File: src/rtl/div_share_ctrl.sv
// Shared sequential restoring divider (DW-bit dividend / BW-bit divisor) fed by
// two requesters through a round-robin arbiter; one tagged response channel.
module div_share_ctrl #(
  parameter int DW = 4,
  parameter int BW = 2
) (
  input  logic          clk,
  input  logic          rst,
  input  logic          req0_valid,
  output logic          req0_ready,
  input  logic [DW-1:0] req0_a,
  input  logic [BW-1:0] req0_b,
  input  logic          req1_valid,
  output logic          req1_ready,
  input  logic [DW-1:0] req1_a,
  input  logic [BW-1:0] req1_b,
  output logic          rsp_valid,
  input  logic          rsp_ready,
  output logic          rsp_id,
  output logic [DW-1:0] rsp_quot,
  output logic [DW-1:0] rsp_rem,
  output logic          rsp_dz,
  output logic          busy
);

  localparam int WW = 2 * DW;
  localparam int CW = $clog2(DW) + 1;

  typedef enum logic [1:0] {IDLE, ITER, DONE} state_t;

  state_t        state_q, state_d;
  logic [WW-1:0] w_q, w_d;
  logic [WW-1:0] d_q, d_d;
  logic [CW-1:0] count_q, count_d;
  logic          id_q, id_d;
  logic          dz_q, dz_d;
  logic          last_id_q, last_id_d;

  logic          grant0, grant1;
  logic          accept0, accept1;
  logic [WW-1:0] w_shift;
  logic [WW-1:0] w_sub;

  // On a tie the requester that was not served last wins.
  assign grant0 = req0_valid & (~req1_valid | last_id_q);
  assign grant1 = req1_valid & (~req0_valid | ~last_id_q);

  // Ready is masked during reset so no request can slip in alongside it.
  assign req0_ready = (state_q == IDLE) & grant0 & ~rst;
  assign req1_ready = (state_q == IDLE) & grant1 & ~rst;
  assign accept0    = req0_valid & req0_ready;
  assign accept1    = req1_valid & req1_ready;

  assign w_shift = w_q << 1;
  assign w_sub   = w_shift - d_q + {{(WW-1){1'b0}}, 1'b1};

  always_comb begin
    state_d   = state_q;
    w_d       = w_q;
    d_d       = d_q;
    count_d   = count_q;
    id_d      = id_q;
    dz_d      = dz_q;
    last_id_d = last_id_q;
    case (state_q)
      IDLE: begin
        if (accept0 || accept1) begin
          if (accept0) begin
            w_d  = {{DW{1'b0}}, req0_a};
            d_d  = {{(WW-DW-BW){1'b0}}, req0_b, {DW{1'b0}}};
            id_d = 1'b0;
            dz_d = (req0_b == '0);
          end else begin
            w_d  = {{DW{1'b0}}, req1_a};
            d_d  = {{(WW-DW-BW){1'b0}}, req1_b, {DW{1'b0}}};
            id_d = 1'b1;
            dz_d = (req1_b == '0);
          end
          last_id_d = accept1;
          count_d   = '0;
          state_d   = ITER;
        end
      end
      ITER: begin
        // A zero divisor always passes the compare, which yields all-ones / a.
        w_d     = (w_shift >= d_q) ? w_sub : w_shift;
        count_d = count_q + 1'b1;
        if (count_q == CW'(DW - 1)) begin
          state_d = DONE;
        end
      end
      DONE: begin
        if (rsp_ready) begin
          state_d = IDLE;
        end
      end
      default: state_d = IDLE;
    endcase
  end

  always_ff @(posedge clk) begin
    if (rst) begin
      state_q   <= IDLE;
      w_q       <= '0;
      d_q       <= '0;
      count_q   <= '0;
      id_q      <= 1'b0;
      dz_q      <= 1'b0;
      last_id_q <= 1'b1;
    end else begin
      state_q   <= state_d;
      w_q       <= w_d;
      d_q       <= d_d;
      count_q   <= count_d;
      id_q      <= id_d;
      dz_q      <= dz_d;
      last_id_q <= last_id_d;
    end
  end

  assign rsp_valid = (state_q == DONE);
  assign busy      = (state_q != IDLE);
  assign rsp_quot  = w_q[DW-1:0];
  assign rsp_rem   = w_q[WW-1:DW];
  assign rsp_id    = id_q;
  assign rsp_dz    = dz_q;

endmodule

File: config.mk
export PLATFORM = sky130hd
export DESIGN_NAME = div_share_ctrl
export DESIGN_NICKNAME = d
export VERILOG_FILES = /design/src/rtl/div_share_ctrl.sv
export SDC_FILE = /design/constraint.sdc
export NUM_CORES = 1
export LEC_CHECK = 0
export CAP_MARGIN = 20
export CORE_ASPECT_RATIO = 1.2
export CORE_UTILIZATION = 48
export DETAILED_ROUTE_END_ITERATION = 8
export GPL_ROUTABILITY_DRIVEN = 0
export PLACE_DENSITY = 0.76
export SETUP_SLACK_MARGIN = 0.02
export SLEW_MARGIN = 10
export SYNTH_ARGS = -nofsm -noshare
export SYNTH_HDL_FRONTEND = slang
export SYNTH_SLANG_ARGS = --single-unit
File: constraint.sdc
create_clock -name clk -period 2.4 [get_ports clk]
set_input_delay 0.6 -clock clk [delete_from_list [all_inputs] [get_ports clk]]
set_output_delay 0.6 -clock clk [all_outputs]
set_load 0.05 [all_outputs]
After elaboration in Yosys (flattened, before gate mapping)

Index checks and enable logic that the tools add are counted.

Add/subtract/negate cells: 3
$lt $le $gt $ge: 1
Eq/ne operators: 6
Mux-type cells: 13
Bitwise gates (word level): 14
Reduce and logical (&&, ||, !) cells: 9

Operators with widths:

| cell                  | number |
|---|---|
| $mux W8               | 2 |
| $pmux W8 S2           | 1 |
| $add A8 B1 Y8 const B | 1 |
| $and A1 B1 Y1         | 8 |
| $ge A8 B8 Y1          | 1 |
| $sub A8 B8 Y8         | 1 |
| $logic_not A2 Y1      | 3 |
| $mux W2               | 3 |
| $mux W6               | 1 |
| $pmux W2 S3           | 1 |
| $pmux W3 S2           | 1 |
| $mux W4               | 1 |
| $ne A2 B1 Y1 const B  | 2 |
| $not A1 Y1            | 4 |
| $reduce_and A2 Y1     | 2 |
| $reduce_bool A2 Y1    | 2 |
| $add A3 B1 Y3 const B | 1 |
| $eq A3 B2 Y1 const B  | 1 |
| $mux W3               | 1 |
| $reduce_and A3 Y1     | 1 |
| $eq A2 B1 Y1 const B  | 1 |
| $eq A2 B2 Y1 const B  | 1 |
| $mux W1               | 2 |
| $ne A2 B2 Y1 const B  | 1 |
| other kinds (2)       | 3 |

Flip-flop bits (word level): 24
Bits of input ports: 17
Output and inout port bits: 14
Logic and storage cells: 53

Logic depth before layout (Yosys ltp)

Gate-level depths: netlist of the first run.

Depth after elaboration: 9
Mapped depth: 7
Gate-level depth less buffers: 7

Worst setup path before layout of the first run

OpenSTA, ideal clock, no wires.

Kind: reg2reg
From: register w_q[3]
To: register w_q[7]
Setup time: 0.135 ns
Data arrival time: 1.966 ns
Required time: 2.265 ns
Setup slack: 0.299 ns
Stages on the path, launching flop included: 7
Buffers on the path: 0
Clock period less this slack: 2.101 ns
Path through: dfxtp_1 -> inv_1 -> ha_1 -> ha_1 -> o311ai_0 -> mux2i_1 -> o31ai_1

Cells in the longest elaborated chain, start to end: 4
Elaborated cells between the ends (all ways): 5
Those cells by class: 2 x add/sub; 1 x order compare; 2 x mux

Ends and longest elaborated chain:

| item                     | line | source |
|---|---|---|
| start: declaration       | 32   | `logic [WW-1:0] w_q, w_d;` |
| start signal: assignment | 112  | `w_q <= w_d;` |
| $sub A8 B8 Y8            | 55   | `assign w_sub = w_shift - d_q + {{(WW-1){1'b0}}, 1'b1};` |
| $add A8 B1 Y8            | 55   |  |
| $mux W8 *                | 86   | `w_d = (w_shift >= d_q) ? w_sub : w_shift;` |
| $pmux W8 S2 *            | 65   | `case (state_q)` |

Mark *: on every way between the ends. The rest lies on a longest branch, timed or not.
A chain may end at the register's enable or synchronous reset.

Worst setup path in the final report of the first run

From: input port rst
To: output port req1_ready

Cells in the longest elaborated chain, start to end: 2

Ends and longest elaborated chain:

| item               | line | source |
|---|---|---|
| start: declaration | 8    | `input logic rst,` |
| $not A1 Y1         | 50   | `assign req1_ready = (state_q == IDLE) & grant1 & ~rst;` |
| $and A1 B1 Y1      | 50   |  |
| end: declaration   | 14   | `output logic req1_ready,` |

No other way between the ends.

==> results.json, run 1 <==
{
  "cts-root-buf": "clkbuf_4",
  "synth.distinct_cells": 35,
  "dp.cells": 208,
  "p_switching_w": 0.000429,
  "initial_core_util_pct": 51.6,
  "p_sw_share_pct": 41.5,
  "crit_chain": "clkdlybuf4s50_1 -> nor3_4 -> and3_1 -> buf_12",
  "drt_wl_total_mm": 2.93,
  "syn_to_final_growth_pct": 35.0,
  "cts_made_buffers": 3,
  "min_path_cells": 2,
  "grt_usage_pct": 25.4,
  "stdcell_count": 212,
  "netlist_area_um2": 1200,
  "rsz0062_at_grt": "no",
  "cp_slowest_cell": "clkdlybuf4s50_1",
  "crit_arrival_ns": 1.72,
  "path_depth": 4,
  "antenna_found_initial": 0,
  "clock_power_share_pct": 14.6,
  "io_pins": 31,
  "yosysWarnings": 0,
  "num_rows": 19,
  "viasPerCell": 5.66,
  "slew_violations": 0,
  "grt_pass1_wl_mm": 5.02,
  "slowest_delay_ns": 0.48,
  "cts_tree": "built",
  "chipWidth_um": 47.7,
  "ctsResizeCount": 0,
  "netlist_instances": 143,
  "final_cell_mix": "26 x clkdlybuf4s50_1, 20 x nor2_1, 18 x dfxtp_1, 13 x ha_1, 12 x inv_1",
  "cp_max_fo": 3,
  "p_int_w": 0.000604,
  "vias": 1199,
  "ys_seq_area_share_pct": 30.0,
  "first_iter_violations": 25,
  "leakage_nw": 0.673,
  "cts_buffer_depth": 2,
  "placed_cell_area_um2": 1590,
  "layout_commonest_cell": "clkdlybuf4s50_1",
  "hold_viol": 0,
  "powerDensity_nw_per_um2": 637,
  "dp_hpwl_mm": 2.39,
  "clock_latency_ns": 0.29,
  "fin_setup_tns_ns": 0,
  "worstPathRequired_ns": 1.80,
  "die-area_um2": 2710,
  "nets": 213,
  "die_h_um": 56.8,
  "drive_above_1_share_pct": 11.0,
  "status": "completed",
  "final-setup-viol-count": 0,
  "start_kind": "input port",
  "hp-class": "reg -> reg",
  "cts.sinks": 18,
  "path_clk_slew_ns": 0.10,
  "post-route-period-util_pct": 96.7,
  "seq_power_share_pct": 35.3,
  "drt_first_pass_iters": 4,
  "stdcell_area_um2": 1620,
  "critical_path_class": "in -> out",
  "fmax_ghz": 0.431,
  "wire_per_inst_um": 13.8,
  "path_buf_inv": 2,
  "syn_avg_cell_area_um2": 8.41,
  "synth-seq-cells": 18,
  "ir_drop_v": 0.000488,
  "ff2ff_path_depth": 6,
  "worst_pin_slew_ns": 0.517,
  "utilization_pct": 69.7,
  "drtAntennaViolNets": 0,
  "drc": 0,
  "pwr-share-comb_pct": 50.1,
  "timing.slew.headroom_pct": 65.2,
  "cap_violations": 0,
  "h-tree-depth": 1,
  "core-area_um2": 2330,
  "io_buffers": 30,
  "grt_pass1_vias": 1213,
  "grt-ovfl-total": 0,
  "cp-end-kind": "output port",
  "grt_max_degree": 17,
  "critical-path-top-delay-family": "buffers and inverters",
  "synth_nets": 173,
  "min_period_ns": 2.32,
  "fin_skew_ns": 0.00214,
  "num_antenna_cells": 0,
  "hold_buffers": 0
}
routing by layer:
layer  wire [um]  part of all wire (%)  track usage, %
met5           0                     0               0
met4          16                  0.55            7.94
met3         100                   3.4            4.82
met2        1590                    54            45.4
met1        1220                    42            28.3
cell usage after synthesis:
library cell | count | area (um2)
a211oi_1 | 2 | 15.0
a21oi_1 | 8 | 40.0
a222oi_1 | 1 | 10.0
a22oi_1 | 4 | 30.0
a311o_1 | 1 | 10.0
a311oi_2 | 2 | 30.0
a31o_2 | 1 | 8.76
a32oi_1 | 2 | 17.5
and3_1 | 3 | 18.8
buf_2 | 1 | 5.00
clkbuf_1 | 1 | 3.75
dfxtp_1 | 18 | 360
ha_1 | 13 | 163
inv_1 | 12 | 45.0
inv_2 | 1 | 3.75
mux2i_1 | 5 | 50.1
nand2_1 | 8 | 30.0
nand2b_1 | 6 | 37.5
nand3_1 | 2 | 10.0
nand3_4 | 1 | 17.5
nand3b_1 | 1 | 7.51
nand4_1 | 4 | 25.0
nor2_1 | 20 | 75.1
nor2b_1 | 2 | 12.5
nor3_4 | 1 | 16.3
nor4_1 | 1 | 6.26
o211ai_1 | 4 | 30.0
o21ai_0 | 5 | 25.0
o22ai_1 | 2 | 12.5
o311ai_0 | 1 | 8.76
o31a_1 | 1 | 8.76
o31ai_1 | 2 | 15.0
or3_1 | 3 | 18.8
xnor2_1 | 2 | 17.5
xor2_1 | 2 | 17.5
worst reg2reg max path: stages (launching register included):
cell and delay (ns):
dfxtp_1 0.44, inv_1 0.07, ha_1 0.34, ha_1 0.24, o311ai_0 0.50, mux2i_1 0.15
o31ai_1 0.24
power by group through the flow:
stage               clock [W]  sequential [W]  combinational [W]
floorplan                   0        0.000439           0.000282
global placement            0        0.000369           0.000497
detailed placement          0        0.000371           0.000512
CTS                  0.000156        0.000364           0.000517
global route         0.000166        0.000370           0.000568
finish               0.000151        0.000365           0.000518
through the flow:
stage               hold WS, ns  power (W)  setup slack [ns]
detailed placement        0.465   0.000883            0.0245
global placement          0.462   0.000866            0.0667
finish                    0.497    0.00103            0.0801
CTS                       0.493    0.00104            0.0237
floorplan                 0.454   0.000721             0.299
global route              0.517    0.00110            0.0268
path summary, 6_finish.rpt:
check	end	start	slack [ns]
hold / removal	w_q[7]	w_q[7]	0.50
setup / recovery	req1_ready	rst	0.08
hold reg to reg	w_q[7]	w_q[7]	0.50
setup reg to reg	w_q[7]	w_q[3]	0.34
final cells by class:
type / instances / area, um2
Multi-Input combinational cell: 110 / 785
Timing Repair Buffer: 37 / 368
Tap cell: 31 / 38.8
Clock buffer: 3 / 22.5
Inverter: 13 / 48.8
Sequential cell: 18 / 360
Fill cell: 207 / 707
repair_timing:
item                                    4_1_cts  5_1_grt
pin swaps                                     1        1
endpoints found under the setup margin        1        1
hold endpoints to repair                      0        0
buffers inserted                              1        0
cloned                                        0        0
cell families after synthesis:
group	after synthesis	synth area share [%]
and+or+nand+nor	52	22.9
xor gates and xnor gates	4	2.91
buffers and inverters	15	4.79
adders and majority gates	13	13.5
muxes	5	4.16
AOI/OAI and AO/OA	36	21.7
DFF	18	30.0
state kept, by name (all words and copies together), names as in the netlist:
name       cells
rsp_dz         1
state_q        2
rsp_id         1
w_q            8
last_id_q      1
d_q            2
count_q        3
No activity file was read; power rests on OpenSTA's default activity.
==> inputs of run 2 (changes only) <==
clock period = 2.3 ns   (was 2.4 ns; I/O delays follow)
==> results.json, run 2 (synthesis results as in run 1) <==
{
  "antenna_found_initial": 0,
  "core-area_um2": 2330,
  "utilization_pct": 71.4,
  "cts_buffer_depth": 2,
  "pre_cts_slack_ns": -0.00106,
  "cp_max_fo": 8,
  "status": "completed",
  "regMostFlops": "w_q",
  "grt_pass1_wl_mm": 4.72,
  "final_cell_mix": "26 x clkdlybuf4s50_1, 20 x nor2_1, 18 x dfxtp_1, 13 x ha_1",
  "leakage_nw": 0.694,
  "initial_core_util_pct": 51.6,
  "num_antenna_cells": 0,
  "worst_pin_slew_ns": 0.568,
  "die-area_um2": 2710,
  "cp_slowest_cell": "clkdlybuf4s50_1",
  "hold_viol": 0,
  "wire_per_inst_um": 13.5,
  "drt_first_pass_iters": 4,
  "start_kind": "register",
  "ir_drop_v": 0.000435,
  "slew_violations": 0,
  "num_rows": 19,
  "path_buf_inv": 1,
  "final-setup-viol-count": 0,
  "drc": 0,
  "crit_chain": "clkdlybuf4s50_1",
  "cts-root-buf": "clkbuf_4",
  "viasPerCell": 5.62,
  "drtAntennaViolNets": 0,
  "clock_latency_ns": 0.31,
  "slowest_delay_ns": 0.86,
  "power_w": 0.00113,
  "grt_pass1_vias": 1137,
  "rsz0062_at_grt": "no",
  "io_buffers": 30,
  "post-route-period-util_pct": 97.1,
  "critical_path_class": "reg -> out",
  "cts_tree": "built",
  "worstPathRequired_ns": 1.73,
  "fin_setup_tns_ns": 0,
  "chipWidth_um": 47.7,
  "vias": 1213,
  "grt_usage_pct": 24.0,
  "crit_arrival_ns": 1.66,
  "die_h_um": 56.8,
  "path_clk_slew_ns": 0.10,
  "powerDensity_nw_per_um2": 681,
  "grt-ovfl-total": 0,
  "cap_violations": 0,
  "finalWorstSetupSlack_ns": 0.0658,
  "grt_max_degree": 17,
  "critical-path-top-delay-family": "buffers and inverters",
  "reg_top3": "w_q x8, count_q x3",
  "first_iter_violations": 18,
  "dp_hpwl_mm": 2.28,
  "min_period_ns": 2.23,
  "h-tree-depth": 1,
  "cts_made_buffers": 3,
  "fmax_ghz": 0.448,
  "syn_to_final_growth_pct": 38.4,
  "largest_reg_flops": 8,
  "drt_wl_total_mm": 2.91,
  "nets": 216,
  "timing.slew.headroom_pct": 61.8,
  "io_pins": 31,
  "cts.sinks": 18,
  "hp-class": "reg -> reg",
  "fin_skew_ns": 0.00581,
  "cp-end-kind": "output port",
  "drive_above_1_share_pct": 13.5,
  "layout_commonest_cell": "clkdlybuf4s50_1"
}
## run 2: cell count changes in the layout (fill, tap and decap cells not counted), sizes merged
cell / before / now
clkbuf: 3 / 4
buf: 11 / 14
## run 2: where the power goes
part | leakage [nW] | switching, W | internal (W)
combinational | 0.525 | 0.000316 | 0.000233
clock | 0.0210 | 0.000108 | 0.0000967
sequential | 0.148 | 0.0000364 | 0.000343
## run 2: cell type report
cell class              instances  area (um2)
clock buffers                   4        36.3
inverters                      13        48.8
flip-flops and latches         18         360
repair buffers                 40         390
multi-input cells             110         790
fillers                       206         666
well taps                      31        38.8
## run 2: through the flow
step / cell area, um2 / cells / hold slack, ns
CTS: 1660 / 215 / 0.494
global placement: 1600 / 209 / 0.468
floorplan: 1200 / 143 / 0.454
finish: 1660 / 216 / 0.493
detailed placement: 1600 / 209 / 0.463
global route: 1660 / 216 / 0.536
## run 2: repair_timing
action                     in CTS  in global routing
setup buffers                   2                  1
resized for setup               1                  0
setup endpoints to repair       1                  2
hold buffers                    0                  0
pin swaps                       1                  1
## run 2: worst paths after layout
kind | from | end | slack [ns] | cells past startpoint
worst max-delay path | w_q[1] | rsp_quot[1] | 0.07 | 1
worst max register to register | w_q[3] | w_q[6] | 0.28 | 6
worst min register to register | w_q[7] | w_q[7] | 0.49 | 2
worst min-delay path | w_q[7] | w_q[7] | 0.49 | 2
## run 2: layer usage
metal | track usage, % | up-vias | wire length (um)
li1 | - | 604 | -
met1 | 29.5 | 570 | 1200
met2 | 40.3 | 34 | 1540
met3 | 3.86 | 5 | 132
met4 | 8.33 | 0 | 38
met5 | 0 | - | 0
## run 2: tightest hold or removal path: stages, from the launching register on
cell	delay, ns
dfxtp_1	0.35
a32oi_1	0.06
o31ai_1	0.06
